$ cat src/rtl/column_plot_arbiter_pkg.sv
// Shared types and constants for the column plot arbiter slice.
package plot_arb_pkg;

  // Arbiter FSM states: IDLE -> ISSUE -> WAIT_ACK -> RELEASE -> IDLE.
  typedef enum logic [1:0] {
    IDLE     = 2'd0,
    ISSUE    = 2'd1,
    WAIT_ACK = 2'd2,
    RELEASE  = 2'd3
  } state_t;

  localparam int NCOL_DEF = 64;
  localparam int ROWW_DEF = 10;
  localparam int COLOR_W  = 8;
  localparam int TMO_W    = 10;

  // Width of a requester index; a single requester still needs one bit.
  function automatic int idx_w(input int n);
    return (n > 1) ? $clog2(n) : 1;
  endfunction

endpackage

$ cat src/rtl/column_plot_arbiter_if.sv
// Requester bus and column pixel-write port of the column plot arbiter.
// master: the arbiter itself; slave: requesters plus the column array.
interface column_plot_arbiter_if
  import plot_arb_pkg::*;
#(
  parameter int NREQ = 2,
  parameter int NCOL = NCOL_DEF,
  parameter int COLW = 6,
  parameter int ROWW = ROWW_DEF
);

  logic [NREQ-1:0]         req;
  logic [NREQ*COLW-1:0]    req_col;
  logic [NREQ*ROWW-1:0]    req_row;
  logic [NREQ*COLOR_W-1:0] req_color;
  logic [NREQ-1:0]         done;
  logic                    busy;
  logic [NCOL-1:0]         col_select;
  logic [ROWW-1:0]         row_select;
  logic [COLOR_W-1:0]      pixel_color;
  logic [NCOL-1:0]         return_sig;
  logic                    timeout_err;

  modport master (
    input  req, req_col, req_row, req_color, return_sig,
    output done, busy, col_select, row_select, pixel_color, timeout_err
  );

  modport slave (
    output req, req_col, req_row, req_color, return_sig,
    input  done, busy, col_select, row_select, pixel_color, timeout_err
  );

endinterface

$ cat src/rtl/column_plot_arbiter_rr_picker.sv
// Combinational round-robin pick: first asserted request at or after ptr,
// wrapping modulo NREQ.
module rr_picker #(
  parameter int NREQ = 2,
  parameter int IDXW = 1
) (
  input  logic [NREQ-1:0] req,
  input  logic [IDXW-1:0] ptr,
  output logic [IDXW-1:0] gnt_idx,
  output logic            any
);

  logic [IDXW:0] cand;

  // Scan from the farthest candidate back to ptr so the nearest hit wins.
  always_comb begin
    // NOTE: every output gets a default first so no path leaves it unassigned (no latch).
    gnt_idx = '0;
    any     = |req;
    cand    = '0;
    for (int k = NREQ - 1; k >= 0; k--) begin
      cand = {1'b0, ptr} + (IDXW+1)'(k);
      if (cand >= (IDXW+1)'(NREQ)) cand = cand - (IDXW+1)'(NREQ);
      if (req[cand[IDXW-1:0]]) gnt_idx = cand[IDXW-1:0];
    end
  end

endmodule

$ cat src/rtl/column_plot_arbiter.sv
// Round-robin arbiter sharing the one-hot column pixel-write port among NREQ
// plot requesters. Optional feature macro: PLOT_TIMEOUT_EN aborts a write whose
// column never acknowledges within TIMEOUT_CYC cycles of WAIT_ACK.
module column_plot_arbiter
  import plot_arb_pkg::*;
#(
  parameter int NREQ        = 2,
  parameter int NCOL        = NCOL_DEF,
  parameter int COLW        = 6,
  parameter int ROWW        = ROWW_DEF,
  parameter int TIMEOUT_CYC = 1023
) (
  input logic                  clock,
  input logic                  reset,
  column_plot_arbiter_if.master bus
);

  localparam int IDXW = idx_w(NREQ);

  state_t              state;
  logic [IDXW-1:0]     ptr;
  logic [IDXW-1:0]     gnt_idx;
  logic                any_req;
  logic [IDXW-1:0]     cur_idx;
  logic [COLW-1:0]     cur_col;
  logic [ROWW-1:0]     cur_row;
  logic [COLOR_W-1:0]  cur_color;
  logic [COLW-1:0]     sel_col;
  logic [ROWW-1:0]     sel_row;
  logic [COLOR_W-1:0]  sel_color;
  logic                col_bad;
  logic                ack;
`ifdef PLOT_TIMEOUT_EN
  logic [TMO_W-1:0]    tmo_cnt;
`endif

  rr_picker #(.NREQ(NREQ), .IDXW(IDXW)) u_picker (
    .req     (bus.req),
    .ptr     (ptr),
    .gnt_idx (gnt_idx),
    .any     (any_req)
  );

  // Select the winning requester's column, row and colour slices.
  always_comb begin
    sel_col   = '0;
    sel_row   = '0;
    sel_color = '0;
    for (int i = 0; i < NREQ; i++) begin
      if (gnt_idx == IDXW'(i)) begin
        sel_col   = bus.req_col[i*COLW +: COLW];
        sel_row   = bus.req_row[i*ROWW +: ROWW];
        sel_color = bus.req_color[i*COLOR_W +: COLOR_W];
      end
    end
  end

  // Only the latched column's acknowledge is ever observed.
  assign col_bad  = (int'(cur_col) >= NCOL);
  assign ack      = bus.return_sig[cur_col];
  assign bus.busy = (state != IDLE);

  // Arbitration FSM driving the column handshake; all port outputs registered.
  always_ff @(posedge clock) begin
    if (!reset) begin
      state           <= IDLE;
      ptr             <= '0;
      cur_idx         <= '0;
      cur_col         <= '0;
      cur_row         <= '0;
      cur_color       <= '0;
      bus.col_select  <= '0;
      bus.row_select  <= '0;
      bus.pixel_color <= '0;
      bus.done        <= '0;
      bus.timeout_err <= 1'b0;
`ifdef PLOT_TIMEOUT_EN
      tmo_cnt         <= '0;
`endif
    end else begin
      // NOTE: non-blocking only here; the pulse defaults below are overridden later in the same block.
      bus.done        <= '0;
      bus.timeout_err <= 1'b0;
      case (state)
        IDLE: begin
          if (any_req) begin
            cur_idx   <= gnt_idx;
            cur_col   <= sel_col;
            cur_row   <= sel_row;
            cur_color <= sel_color;
            ptr       <= (gnt_idx == IDXW'(NREQ - 1)) ? '0 : gnt_idx + 1'b1;
            state     <= ISSUE;
          end
        end
        ISSUE: begin
          if (col_bad) begin
            bus.done        <= NREQ'(1) << cur_idx;
            bus.timeout_err <= 1'b1;
            state           <= IDLE;
          end else begin
            bus.col_select  <= NCOL'(1) << cur_col;
            bus.row_select  <= cur_row;
            bus.pixel_color <= cur_color;
            state           <= WAIT_ACK;
`ifdef PLOT_TIMEOUT_EN
            tmo_cnt         <= '0;
`endif
          end
        end
        WAIT_ACK: begin
          if (ack) begin
            bus.col_select <= '0;
            bus.done       <= NREQ'(1) << cur_idx;
            state          <= RELEASE;
          end
`ifdef PLOT_TIMEOUT_EN
          else if (tmo_cnt == TMO_W'(TIMEOUT_CYC - 1)) begin
            bus.col_select  <= '0;
            bus.done        <= NREQ'(1) << cur_idx;
            bus.timeout_err <= 1'b1;
            state           <= RELEASE;
          end else begin
            tmo_cnt <= tmo_cnt + 1'b1;
          end
`endif
        end
        RELEASE: begin
          // A column still acknowledging must not leak into the next grant.
          if (!ack) state <= IDLE;
        end
        default: state <= IDLE;
      endcase
    end
  end

endmodule
$ cat src/flat_wrapper.sv
// flat-port wrapper written by rule: the top's interface ports become plain ports
module column_plot_arbiter_flat import plot_arb_pkg::*;
#(
  parameter int NREQ        = 2,
  parameter int NCOL        = NCOL_DEF,
  parameter int COLW        = 6,
  parameter int ROWW        = ROWW_DEF,
  parameter int TIMEOUT_CYC = 1023
)
  (clock, reset, bus_req, bus_req_col, bus_req_row, bus_req_color, bus_return_sig, bus_done, bus_busy, bus_col_select, bus_row_select, bus_pixel_color, bus_timeout_err);
  column_plot_arbiter_if #(.NREQ(NREQ), .NCOL(NCOL), .COLW(COLW), .ROWW(ROWW)) bus_i ();
  input logic clock;
  input logic reset;
  input wire logic [$bits(bus_i.req)-1:0] bus_req;
  input wire logic [$bits(bus_i.req_col)-1:0] bus_req_col;
  input wire logic [$bits(bus_i.req_row)-1:0] bus_req_row;
  input wire logic [$bits(bus_i.req_color)-1:0] bus_req_color;
  input wire logic [$bits(bus_i.return_sig)-1:0] bus_return_sig;
  output wire logic [$bits(bus_i.done)-1:0] bus_done;
  output wire logic [$bits(bus_i.busy)-1:0] bus_busy;
  output wire logic [$bits(bus_i.col_select)-1:0] bus_col_select;
  output wire logic [$bits(bus_i.row_select)-1:0] bus_row_select;
  output wire logic [$bits(bus_i.pixel_color)-1:0] bus_pixel_color;
  output wire logic [$bits(bus_i.timeout_err)-1:0] bus_timeout_err;
  assign bus_i.req = bus_req;
  assign bus_i.req_col = bus_req_col;
  assign bus_i.req_row = bus_req_row;
  assign bus_i.req_color = bus_req_color;
  assign bus_i.return_sig = bus_return_sig;
  assign bus_done = bus_i.done;
  assign bus_busy = bus_i.busy;
  assign bus_col_select = bus_i.col_select;
  assign bus_row_select = bus_i.row_select;
  assign bus_pixel_color = bus_i.pixel_color;
  assign bus_timeout_err = bus_i.timeout_err;
  column_plot_arbiter #(.NREQ(NREQ), .NCOL(NCOL), .COLW(COLW), .ROWW(ROWW), .TIMEOUT_CYC(TIMEOUT_CYC)) u_core (.clock(clock), .reset(reset), .bus(bus_i));
endmodule
$ cat config.mk
export PLATFORM = sky130hd
export DESIGN_NAME = column_plot_arbiter_flat
export DESIGN_NICKNAME = d
export VERILOG_FILES = /design/src/rtl/column_plot_arbiter_pkg.sv /design/src/rtl/column_plot_arbiter_if.sv /design/src/rtl/column_plot_arbiter_rr_picker.sv /design/src/rtl/column_plot_arbiter.sv /design/src/flat_wrapper.sv
export SDC_FILE = /design/constraint.sdc
export NUM_CORES = 1
export LEC_CHECK = 0
export BUFFER_PORTS_ARGS = -buffer_cell sky130_fd_sc_hd__buf_2
export CORE_AREA = 10 10 112 114
export CTS_CLUSTER_SIZE = 28
export DETAILED_ROUTE_END_ITERATION = 8
export DIE_AREA = 0 0 122 124
export PLACE_DENSITY = 0.79
export SLEW_MARGIN = 20
export SYNTH_ARGS = -nofsm -noshare
export SYNTH_HDL_FRONTEND = slang
export SYNTH_SLANG_ARGS = --single-unit
$ cat constraint.sdc
create_clock -name clock -period 3.2 [get_ports clock]
set_input_delay 0.32 -clock clock [delete_from_list [all_inputs] [get_ports clock]]
set_output_delay 0.32 -clock clock [all_outputs]
set_load 0.02 [all_outputs]
== Word level (Yosys, flattened, before mapping) ==
Index checks and enable logic that the tools add are counted.
Storage, ports and cells
  register bits after elaboration: 112
  bits in latches: 0
  bits in writable memories: 0
  memory bits (read-only): 0
  logic and storage cells: 55
  memories kept: 0
Cells by class
  add/subtract/negate cells: 4
  multiply operators: 0
  div/mod/pow operators: 0
  order comparisons: 5
  equality and inequality tests: 6
  shifts and indexed selects: 2
  mux-type cells: 20
  bitwise operators: 0
  reduce and logical (&&, ||, !) cells: 8
Operator list (number)
  64-bit case mux with 2 select lines: 1
  64-bit two-way mux: 1
  1-bit by 6-bit << shifter with 64-bit output (first input constant): 1
  1-bit two-way mux: 10
  10-bit two-way mux: 1
  8-bit two-way mux: 1
  2-bit case mux with 4 select lines: 1
  6-bit by 7-bit < comparator with 1-bit output (second input constant): 1
  1-bit binary-select mux with 6-bit select: 1
  2-bit two-way mux: 3
  6-bit two-way mux: 1
  3-bit AND reduction: 2
  2-bit equality test (second input constant): 2
  1-bit by 2-bit < comparator with 1-bit output (second input constant): 2
  2-bit by 1-bit inequality test with 1-bit output (second input constant): 2
  2-bit AND reduction: 2
  2-bit nonzero test: 2
  1-bit by 1-bit adder with 2-bit output (second input constant): 1
  2-bit by 1-bit equality test with 1-bit output (second input constant): 1
  1-bit by 2-bit greater-or-equal comparator with 1-bit output (second input constant): 1
  2-bit greater-or-equal comparator (second input constant): 1
  2-bit logical NOT: 1
  2-bit inequality test (second input constant): 1
  2-bit OR reduction: 1
  3 further kinds: 4

== Logic depth before layout (Yosys ltp) ==
Gate-level depths: netlist of run 1.
  depth after elaboration: 9
  gate-level depth with buffers: 12

== Modules after synthesis ==
From an unflattened synthesis of run 1, not the netlist that was laid out.
Second synthesis, totals
  cells, all modules: 434
  area total of the unflattened synthesis: 4867.2 sq um
Modules (own cells, without submodules)
  column_plot_arbiter: times used 1, cells an instance 431, area each 4849.7 sq um, seq. area each 2242.2 sq um
  rr_picker: times used 1, cells an instance 3, area each 17.5 sq um, seq. area each 0.0 sq um

== Worst setup path after synthesis of run 1 ==
Ideal clock, no wire load.
  path kind: register to register
  start: reg u_core.cur_col[0]
  end: reg u_core.bus.col_select[49]
  setup time: 0.119 ns
  arrival: 2.150 ns
  required time: 3.081 ns
  setup slack: 0.931 ns
  stages on the path, launching flop included: 12
  path buffers: 4
  clock period less this slack: 2.269 ns
  cell sequence: dfxtp_1 -> buf_6 -> mux4_2 -> o22ai_1 -> nor4_4 -> nor3b_2 -> a21boi_2 -> buf_6 -> buf_6 -> buf_6 -> nand3_1 -> o21ai_1
On the way
  word-level cells in the longest chain between the ends: 4
  elaborated cells on any way between the ends: 6
Ends and longest elaborated chain
  from (decl): line column_plot_arbiter.sv:25  | logic [COLW-1:0] cur_col;
  from (signal assigned): line column_plot_arbiter.sv:88  | cur_col <= sel_col;
  1-bit binary-select mux with 6-bit select: line column_plot_arbiter.sv:60  | assign ack = bus.return_sig[cur_col];
  1-bit two-way mux (not written as such): line column_plot_arbiter.sv:60
  2-bit by 1-bit inequality test with 1-bit output (no line)
  2-bit AND reduction (no line)
  to (signal assigned): line column_plot_arbiter.sv:101  | bus.col_select <= NCOL'(1) << cur_col;
  to (decl): line column_plot_arbiter_if.sv:26  | output done, busy, col_select, row_select, pixel_color, timeout_err
Parallel ways exist; a longest one is shown, timed or not. The select of a mux whose other input is x is not followed.
A chain may end at the register's enable or synchronous reset.

== Worst setup path in the final report of run 1 ==
  start: reg u_core.cur_col[0]
  end: reg u_core.bus.col_select[40]
Same word-level chain as after synthesis.

==> impl_metrics.yaml, run 1 <==
hold_path:
  worstHoldStart: "bus_req_row[3]"
  hold_depth: 3
  worstHoldEndpoint: "u_core.cur_row[3]"
  hp-class: "in -> reg"
logic_synthesis:
  async_flop_share_pct: 0
  synth_seq_area_share_pct: 45.95
  ys_warn_count: 0
  synth.distinct_cells: 42
  synth_area_per_cell_um2: 8.921
  synth_area_um2: 4880
  synthFlopType: "dfxtp_1"
  syn-num-nets: 667
  postSynthCellCount: 547
  synth_seq_cells: 112
  synth_edf_count: 0
setup_path:
  cp_top_family: "compound AO/OA/AOI/OAI gates"
  crit_type: "reg -> reg"
  timing.rr.end: "u_core.bus.col_select[40]"
  required_ns: 3.44
  cp_slowest_cell: "mux4_1"
  crit_path_end_kind: "register"
  crit_buf_inv: 2
  r2r.worst_path.cells: 9
  cp_data_arrival_time_ns: 3.29
  startpoint_type: "register"
  max_stage_delay_ns: 0.55
  r2r_start: "u_core.cur_col[0]"
  ff2ff_setup_slack_ns: 0.16
  worstPathMaxFanout: 45
  path_cells: "buf_4, mux4_1, a22oi_1, a311oi_2, nor3b_2, a21boi_4, buf_12, nand3_1, o21ai_0"
final_layout:
  instances_no_fill: 865
  drive_gt1_share_pct: 35.67
  syn_to_final_growth_pct: 27.46
  n_antenna_cell: 0
  multi_input_area_um2: 2414
  postLayoutCoreUtil_pct: 60.79
  final_cell_area_um2: 6220
  nNetsFinal: 845
  seqCellArea_um2: 2242
  n_fill_cell: 906
drt:
  wirelength_mm: 16.37
  ant_nets: 0
  dr_total_vias: 4917
  drtIter0Drc: 454
  routed_via_density: 5.684
  post_drt_wl_per_cell_um: 18.93
  firstDrtPassIters: 8
  drcViolationCount: 0
placement:
  place_congestion: 0.9083
  post-place-cells: 849
  postPlaceCellArea_um2: 5976
  hpwl_mm: 12.46
  io_buffer_count: 200
power:
  p_clk_share_pct: 22.1
  finalPower_mw: 4.200
  p_int_mw: 2.605
  powerDensity_nw_per_um2: 675.3
  p_comb_share_pct: 38.5
  swShare_pct: 37.99
  vdd_drop_max_mv: 0.4159
  p_leak_nw: 2.686
  p_seq_share_pct: 39.4
  p_sw_mw: 1.596
global_routing:
  overflow: 0
  grt_pass1_wl_mm: 25.25
  grt_pass1_vias: 4978
  grt_max_degree: 68
  antenna_found_initial: 0
  grt.total_usage_pct: 20.65
clock_tree:
  cts.sinks: 112
  h-tree-depth: 3
  postCtsSetupBuffers: 0
  ctsHoldBuffers: 0
  cts.clk_slew.worst_paths_ns: 0.10
  cts_max_path_buffers: 2
  cts_buffers: 9
  tritoncts: "built"
  cts-resized-gates: 0
  cts_root_buf: "clkbuf_8"
  clock_latency_ns: 0.36
die:
  die-area_um2: 15130
  dieHeight_um: 124
  row_count: 37
  initial_core_util_pct: 47.69
  coreArea_um2: 10230
  die_w_um: 122
  io_pins: 202
timing:
  max_freq_mhz: 328.4
  setup_viol_count_final: 0
  finalCriticalPeriod_ns: 3.045
  grt_setup_unrepaired: "no"
  hold_violations: 0
  skew_ns: 0.008508
  final_max_slew_viol_count: 0
  maxSlewHeadroom_pct: 28.37
  tightest_slew_ns: 1.074
  period_share_pct: 95.14
  setup_tns_ns: 0
job:
  drv_cap: 0
run_status:
  status: "completed"
==> worst max path at each step <==
| stage | start | to | slack, ns | depth (start not counted) |
|---|---|---|---|---|
| floorplan | u_core.cur_col[0] | u_core.bus.col_select[49] | 0.93 | 11 |
| global placement | u_core.cur_col[3] | u_core.bus.col_select[60] | 0.40 | 9 |
| detailed placement | u_core.cur_col[3] | u_core.bus.col_select[60] | 0.20 | 9 |
| CTS | u_core.cur_col[3] | u_core.bus.col_select[60] | 0.18 | 9 |
| global route | u_core.cur_col[0] | u_core.bus.col_select[18] | 0.04 | 9 |
| finish | u_core.cur_col[0] | u_core.bus.col_select[40] | 0.16 | 9 |
==> power groups by stage <==
stage,Sequential [mW],Clock [mW],Combinational [mW]
4_1_cts,1.65,0.940,1.56
5_1_grt,1.67,0.990,1.76
3_3_place_gp,1.67,0,1.51
6_report,1.65,0.928,1.62
2_1_floorplan,1.70,0,1.15
3_5_place_dp,1.68,0,1.56
==> flip-flops by register name, summed over array words and instances, names as in the netlist <==
register	count
u_core.bus.col_select	64
u_core.bus.row_select	10
u_core.cur_row	10
u_core.bus.pixel_color	8
u_core.cur_color	8
u_core.cur_col	6
u_core.bus.done	2
u_core.state	2
u_core.cur_idx	1
u_core.ptr	1
==> cells by family after synthesis <==
logic type | share of synthesized area [%]
simple gates | 21.18
other cells | 0.07685
flops | 45.95
buf+inv | 5.769
compound gates | 14.54
fa+ha+maj | 1.026
mux | 11.46
==> placed cells by master (no fill, tap or decap), types with 4 or more instances in the layout <==
cell type,count
buf_2,200
dfxtp_1,112
nand2_1,73
nand3_1,66
nor2_1,63
o21ai_0,50
a222oi_1,24
mux2i_1,21
o21ai_1,14
buf_4,14
mux4_2,10
clkbuf_8,10
inv_1,8
nor3_1,5
nand2b_1,4
nor2b_1,4
mux2_2,4
ha_1,4
==> worst register-to-register path, cell delays in order (launching register included) <==
cell and delay (ns):
dfxtp_1 0.54, buf_4 0.23, mux4_1 0.55, a22oi_1 0.22, a311oi_2 0.18, nor3b_2 0.48, a21boi_4 0.28, buf_12 0.26
nand3_1 0.09, o21ai_0 0.08
==> layer usage <==
metal	global-route usage, %	vias up	routed length, um
met5	0	-	0
met4	8.495	0	389
met3	7.919	26	2015
met2	34.25	273	7747
met1	23.46	2317	6219
li1	-	2301	-
==> final cells by class <==
cell class,count,area share (%)
Clock buffer,11,2.273
Clock inverter,4,1.227
Inverter,8,0.4828
Multi-Input combinational cell,378,38.80
Sequential cell,112,36.05
Tap cell,136,2.736
Timing Repair Buffer,216,18.43
==> cell usage after synthesis, types with 2 or more instances <==
master,n,area share [%]
a21oi_1,4,0.41
a222oi_1,24,4.9
a22oi_1,2,0.31
and3_1,2,0.26
buf_1,5,0.38
buf_2,8,0.82
buf_4,3,0.46
buf_6,5,1.2
clkbuf_1,25,1.9
clkbuf_2,4,0.41
dfxtp_1,112,46
ha_1,4,1.0
inv_1,8,0.62
mux2_2,4,0.92
mux2i_1,21,4.3
mux4_1,3,1.6
mux4_2,10,4.6
nand2_1,73,5.6
nand2b_1,4,0.51
nand3_1,66,6.8
nor2_1,63,4.8
nor2b_1,4,0.51
nor3_1,5,0.51
nor3b_2,3,0.77
nor4_1,2,0.26
o21ai_0,50,5.1
o21ai_1,15,1.5
o22ai_1,3,0.38
o311ai_0,2,0.36
==> through the flow <==
step / setup slack, ns / hold WS (ns)
2_1_floorplan: 0.9312 / 0.4136
3_3_place_gp: 0.3960 / 0.4348
3_5_place_dp: 0.2038 / 0.4388
4_1_cts: 0.1826 / 0.1814
5_1_grt: 0.03778 / 0.1905
6_report: 0.1554 / 0.1980
Note: power is estimated with default switching activity, not from simulation.
==> run 2: changes to the inputs <==
--- a/config.mk
+++ b/config.mk
@@ -6,11 +6,12 @@
 export NUM_CORES = 1
 export LEC_CHECK = 0
 export BUFFER_PORTS_ARGS = -buffer_cell sky130_fd_sc_hd__buf_2
-export CORE_AREA = 10 10 112 114
+export CORE_AREA = 10 10 110 112
+export CTS_BUF_LIST = sky130_fd_sc_hd__clkbuf_4
 export CTS_CLUSTER_SIZE = 28
 export DETAILED_ROUTE_END_ITERATION = 8
-export DIE_AREA = 0 0 122 124
-export PLACE_DENSITY = 0.79
+export DIE_AREA = 0 0 120 122
+export PLACE_DENSITY = 0.82
 export SLEW_MARGIN = 20
 export SYNTH_ARGS = -nofsm -noshare
 export SYNTH_HDL_FRONTEND = slang
==> run 2 against run 1 <==
Compared with the run above:
- global-route usage is 0.64 points higher
- design area is 0.89% lower
- combinational power is 2% lower
- highest routed layer unchanged
- clock skew is 0.0087 ns higher
- sequential share of layout area is 0.36 points higher
- clock power is 16% lower
- non-clock buffer count is 4 lower
- utilization is 0.57 points higher
- worst setup slack better by 0.10 ns
- flip-flop and latch count stayed put
- register-to-register slack better by 0.10 ns
- hold slack worse by 0.10 ns
==> impl_metrics.yaml, run 2 (synthesis gave the netlist of run 1 again) <==
run_status:
  status: "completed"
timing:
  tightest_slew_ns: 1.076
  max_freq_mhz: 339.8
  grt_setup_unrepaired: "no"
  setup_viol_count_final: 0
  final_max_slew_viol_count: 0
  skew_ns: 0.01716
  setup_tns_ns: 0
  timing.hold.ws_ns: 0.09664
  maxSlewHeadroom_pct: 28.27
  finalCriticalPeriod_ns: 2.943
  hold_violations: 0
  worst_slack_ns: 0.2573
  period_share_pct: 91.96
job:
  drv_cap: 0
die:
  dieHeight_um: 122
  io_pins: 202
  initial_core_util_pct: 48.57
  die-area_um2: 14640
  coreArea_um2: 10050
  die_w_um: 120
  row_count: 37
setup_path:
  required_ns: 3.53
  startpoint_type: "register"
  cp_top_family: "compound AO/OA/AOI/OAI gates"
  cpMostUsedCell: "buf_12"
  crit_path_end_kind: "register"
  cp_slowest_cell: "mux4_1"
  max_stage_delay_ns: 0.55
  crit_type: "reg -> reg"
  worstPathMaxFanout: 87
  crit_buf_inv: 2
  path_cells: "buf_12, mux4_1, a22oi_1, a311oi_2, nor3b_4, a21boi_4, buf_12, nand3_1, o21ai_0"
  cp_data_arrival_time_ns: 3.27
power:
  vdd_drop_max_mv: 0.4147
  p_seq_share_pct: 41.7
  p_leak_nw: 2.649
  swShare_pct: 39.32
  powerDensity_nw_per_um2: 655.4
  p_comb_share_pct: 39.1
  p_clk_share_pct: 19.2
  p_sw_mw: 1.589
  p_int_mw: 2.452
drt:
  drcViolationCount: 0
  ant_nets: 0
  wirelength_mm: 16.01
  routed_via_density: 5.625
  firstDrtPassIters: 6
  drtIter0Drc: 505
  dr_total_vias: 4849
  post_drt_wl_per_cell_um: 18.58
final_layout:
  top_register: "u_core.bus.col_select"
  drive_gt1_share_pct: 35.95
  syn_to_final_growth_pct: 26.33
  final_cell_area_um2: 6165
  n_antenna_cell: 0
  postLayoutCoreUtil_pct: 61.37
  top_regs: "u_core.bus.col_select (64), u_core.bus.row_select (10), u_core.cur_row (10)"
  nNetsFinal: 842
  final_cell_mix: "buf_2 (200), dfxtp_1 (110), nand2_1 (73), nand3_1 (65), nor2_1 (63)"
  largest_reg_flops: 64
  final_common_cell: "buf_2"
global_routing:
  grt_pass1_wl_mm: 25.32
  gr-usage-met1_pct: 23.49
  grt_max_degree: 88
  grt.total_usage_pct: 21.29
  antenna_found_initial: 0
  grt_pass1_vias: 5131
  top_usage_layer: "met2"
  overflow: 0
  met2_usage_pct: 36.55
  gr-usage-met3_pct: 8.279
clock_tree:
  tritoncts: "built"
  cts_max_path_buffers: 2
  h-tree-depth: 3
  cts_buffers: 9
  cts_root_buf: "clkbuf_4"
  cts.clk_slew.worst_paths_ns: 0.17
  postCtsSetupBuffers: 0
  ctsHoldBuffers: 0
  cts.sinks: 112
  clock_latency_ns: 0.45
placement:
  place_congestion: 0.8426
  place_ws_ns: -0.1041
  hpwl_mm: 12.00
  io_buffer_count: 200
  postPlaceCellArea_um2: 5946
hold_path:
  hp-class: "in -> reg"
-- run 2: worst min-delay path: stages --
cell and delay [ns]:
buf_2 0.08, a222oi_1 0.05, nor2_1 0.07
-- run 2: cell type report --
type	instances	area (um^2)
inverter	8	30.03
multi-input combinational	379	2446
clock inverter	6	90.09
clock buffer	9	67.56
fill	881	3881
timing repair buffer	212	1116
sequential	112	2245
tap	136	170.2
-- run 2: what timing repair did --
| action | in CTS | in global routing |
|---|---|---|
| pin swaps | 1 | 1 |
| setup endpoints to repair | 44 | 60 |
| cloned | 1 | 1 |
| gates resized for setup | 1 | 4 |
-- run 2: path summary, 6_finish.rpt --
check	from	end	slack, ns	cells past startpoint
worst max-delay path	u_core.cur_col[0]	u_core.bus.col_select[16]	0.26	9
worst min-delay path	bus_req_row[3]	u_core.cur_row[3]	0.1	3
worst max register to register	u_core.cur_col[0]	u_core.bus.col_select[16]	0.26	9
worst min register to register	u_core.bus.col_select[52]	u_core.bus.col_select[52]	0.46	2
-- run 2: per-stage QoR --
| step | cells | power (mW) |
|---|---|---|
| after CTS | 861 | 3.987 |
| after global routing | 862 | 4.275 |
| final | 862 | 4.040 |
| after global placement | 845 | 3.134 |
| after detailed placement | 845 | 3.189 |
| after floorplan | 547 | 2.853 |
-- run 2: layer usage --
metal,vias up,share of wire [%]
li1,2301,-
met1,2257,38
met2,262,49
met3,29,12
met4,0,2.1
met5,-,0
-- run 2: power by group through the flow --
stage	Sequential, mW	Clock [mW]	Combinational, mW
global route	1.71	0.842	1.72
finish	1.69	0.776	1.58
CTS	1.68	0.789	1.52
floorplan	1.70	0	1.15
global placement	1.70	0	1.43
detailed placement	1.71	0	1.48
==> run 3: changes to the inputs <==
--- a/config.mk
+++ b/config.mk
@@ -11,7 +11,9 @@
 export CTS_CLUSTER_SIZE = 28
 export DETAILED_ROUTE_END_ITERATION = 8
 export DIE_AREA = 0 0 120 122
+export HOLD_SLACK_MARGIN = 0.12
 export PLACE_DENSITY = 0.82
+export SKIP_LAST_GASP = 1
 export SLEW_MARGIN = 20
 export SYNTH_ARGS = -nofsm -noshare
 export SYNTH_HDL_FRONTEND = slang
==> run 3 against run 2 <==
Compared with the run above:
- sequential power is essentially flat
- flip-flop and latch count is the same
- register-to-register slack is essentially flat
- count of clock-buffer cells in the layout is the same
- clock power grew 0.8%
- design area grew 6.2%
==> impl_metrics.yaml, run 3 (synthesis gave the netlist of run 1 again) <==
timing:
  maxSlewHeadroom_pct: 25.97
  hold_violations: 0
  timing.hold.ws_ns: 0.1408
  final_max_slew_viol_count: 0
  max_freq_mhz: 339.3
  tightest_slew_ns: 1.110
  grt_setup_unrepaired: "no"
  finalCriticalPeriod_ns: 2.947
  setup_viol_count_final: 0
  setup_tns_ns: 0
  period_share_pct: 92.10
  skew_ns: 0.01816
power:
  powerDensity_nw_per_um2: 644.2
  p_seq_share_pct: 40.2
  p_int_mw: 2.558
  p_sw_mw: 1.658
  p_clk_share_pct: 18.6
  vdd_drop_max_mv: 0.3763
  p_leak_nw: 2.790
  swShare_pct: 39.33
  p_comb_share_pct: 41.3
die:
  initial_core_util_pct: 48.57
  coreArea_um2: 10050
  row_count: 37
  io_pins: 202
  die_w_um: 120
  dieHeight_um: 122
  die-area_um2: 14640
final_layout:
  drive_gt1_share_pct: 34.16
  top_regs: "u_core.bus.col_select (64), u_core.bus.row_select (10), u_core.cur_row (10)"
  n_fill_cell: 792
  nNetsFinal: 880
  n_antenna_cell: 0
  syn_to_final_growth_pct: 34.13
  final_cell_mix: "buf_2 (200), dfxtp_1 (110), nand2_1 (73), nand3_1 (65), nor2_1 (63)"
  top_register: "u_core.bus.col_select"
  largest_reg_flops: 64
  final_common_cell: "buf_2"
placement:
  hpwl_mm: 12.00
  place_congestion: 0.8426
  io_buffer_count: 200
clock_tree:
  cts.sinks: 112
  tritoncts: "built"
  cts_buffers: 9
  postCtsSetupBuffers: 0
  cts_root_buf: "clkbuf_4"
  cts_max_path_buffers: 2
  h-tree-depth: 3
  clock_latency_ns: 0.45
  cts.clk_slew.worst_paths_ns: 0.17
job:
  drv_cap: 0
drt:
  post_drt_wl_per_cell_um: 19.71
  firstDrtPassIters: 8
  ant_nets: 0
  drcViolationCount: 0
  routed_via_density: 5.711
  wirelength_mm: 17.74
  dr_total_vias: 5140
  drtIter0Drc: 558
run_status:
  status: "completed"
global_routing:
  overflow: 0
  grt_max_degree: 88
  grt_pass1_wl_mm: 27.65
  grt_pass1_vias: 5426
  antenna_found_initial: 0
  grt.total_usage_pct: 23.39
setup_path:
  cp_data_arrival_time_ns: 3.28
  required_ns: 3.54
  max_stage_delay_ns: 0.55
  path_cells: "buf_12, mux4_1, a22oi_1, a311oi_2, nor3b_4, a21boi_4, buf_12, nand3_1, o21ai_0"
  crit_type: "reg -> reg"
  cp_slowest_cell: "mux4_1"
  startpoint_type: "register"
  r2r.worst_path.cells: 9
  worstPathMaxFanout: 87
  cpMostUsedCell: "buf_12"
  crit_path_end_kind: "register"
hold_path:
  hp-class: "in -> reg"
  hold_depth: 3
run 3: cell count changes in the layout (fill, tap and decap cells not counted):
cell and change:
dlygate4sd3_1 +38
run 3: final cells by class:
cell class                      instances  area [um^2]  share of cell area [%]
Multi-Input combinational cell        379         2446                   37.37
Timing Repair Buffer                  250         1496                   22.86
Clock buffer                            9        67.56                   1.032
Tap cell                              136        170.2                   2.600
Inverter                                8        30.03                  0.4588
Clock inverter                          6        90.09                   1.376
Sequential cell                       112         2245                   34.30
run 3: path summary, 6_finish.rpt:
kind	from	endpoint	slack [ns]
max reg2reg	u_core.cur_col[0]	u_core.bus.col_select[16]	0.25
min	bus_req_col[0]	u_core.cur_col[0]	0.14
max	u_core.cur_col[0]	u_core.bus.col_select[16]	0.25
min reg2reg	u_core.bus.col_select[58]	u_core.bus.col_select[58]	0.46
run 3: power by group through the flow:
stage | registers, mW | logic [mW] | clock network, mW
floorplan | 1.70 | 1.15 | 0
global placement | 1.70 | 1.43 | 0
detailed placement | 1.71 | 1.48 | 0
CTS | 1.68 | 1.64 | 0.789
global route | 1.72 | 1.88 | 0.844
finish | 1.69 | 1.74 | 0.782
run 3: what timing repair did:
action | in CTS | in global routing
pin swaps | 1 | 1
endpoints found under the hold margin | 23 | 1
cloned | 1 | 1
hold buffers | 37 | 1
resized for setup | 1 | 4
setup endpoints to repair | 44 | 60
run 3: routing by layer:
| layer | GRT usage [%] | up-vias | part of all wire (%) |
|---|---|---|---|
| met5 | 0 | - | 0 |
| met2 | 40.17 | 331 | 49 |
| met3 | 8.557 | 48 | 12 |
| li1 | - | 2378 | - |
| met1 | 25.57 | 2383 | 36 |
| met4 | 10.26 | 0 | 3.3 |
run 3: critical path, delay by kind of cell, from the launching register on:
| kind | cells | cell delay [ns] |
|---|---|---|
| compound gates | 4 | 0.78 |
| mux | 1 | 0.55 |
| simple gates | 2 | 0.55 |
| flops | 1 | 0.49 |
| buf+inv | 2 | 0.44 |
run 3: through the flow:
step	instance area [um^2]	utilization (%)	setup slack (ns)	cells	power, mW
after floorplan	4880	-	0.9312	547	2.853
after global placement	5946	59.19	0.03117	845	3.134
after detailed placement	5946	59.19	-0.1041	845	3.189
after CTS	6486	64.57	0.09195	898	4.107
after global routing	6545	65.15	0.03394	900	4.440
final	6545	65.15	0.2528	900	4.216
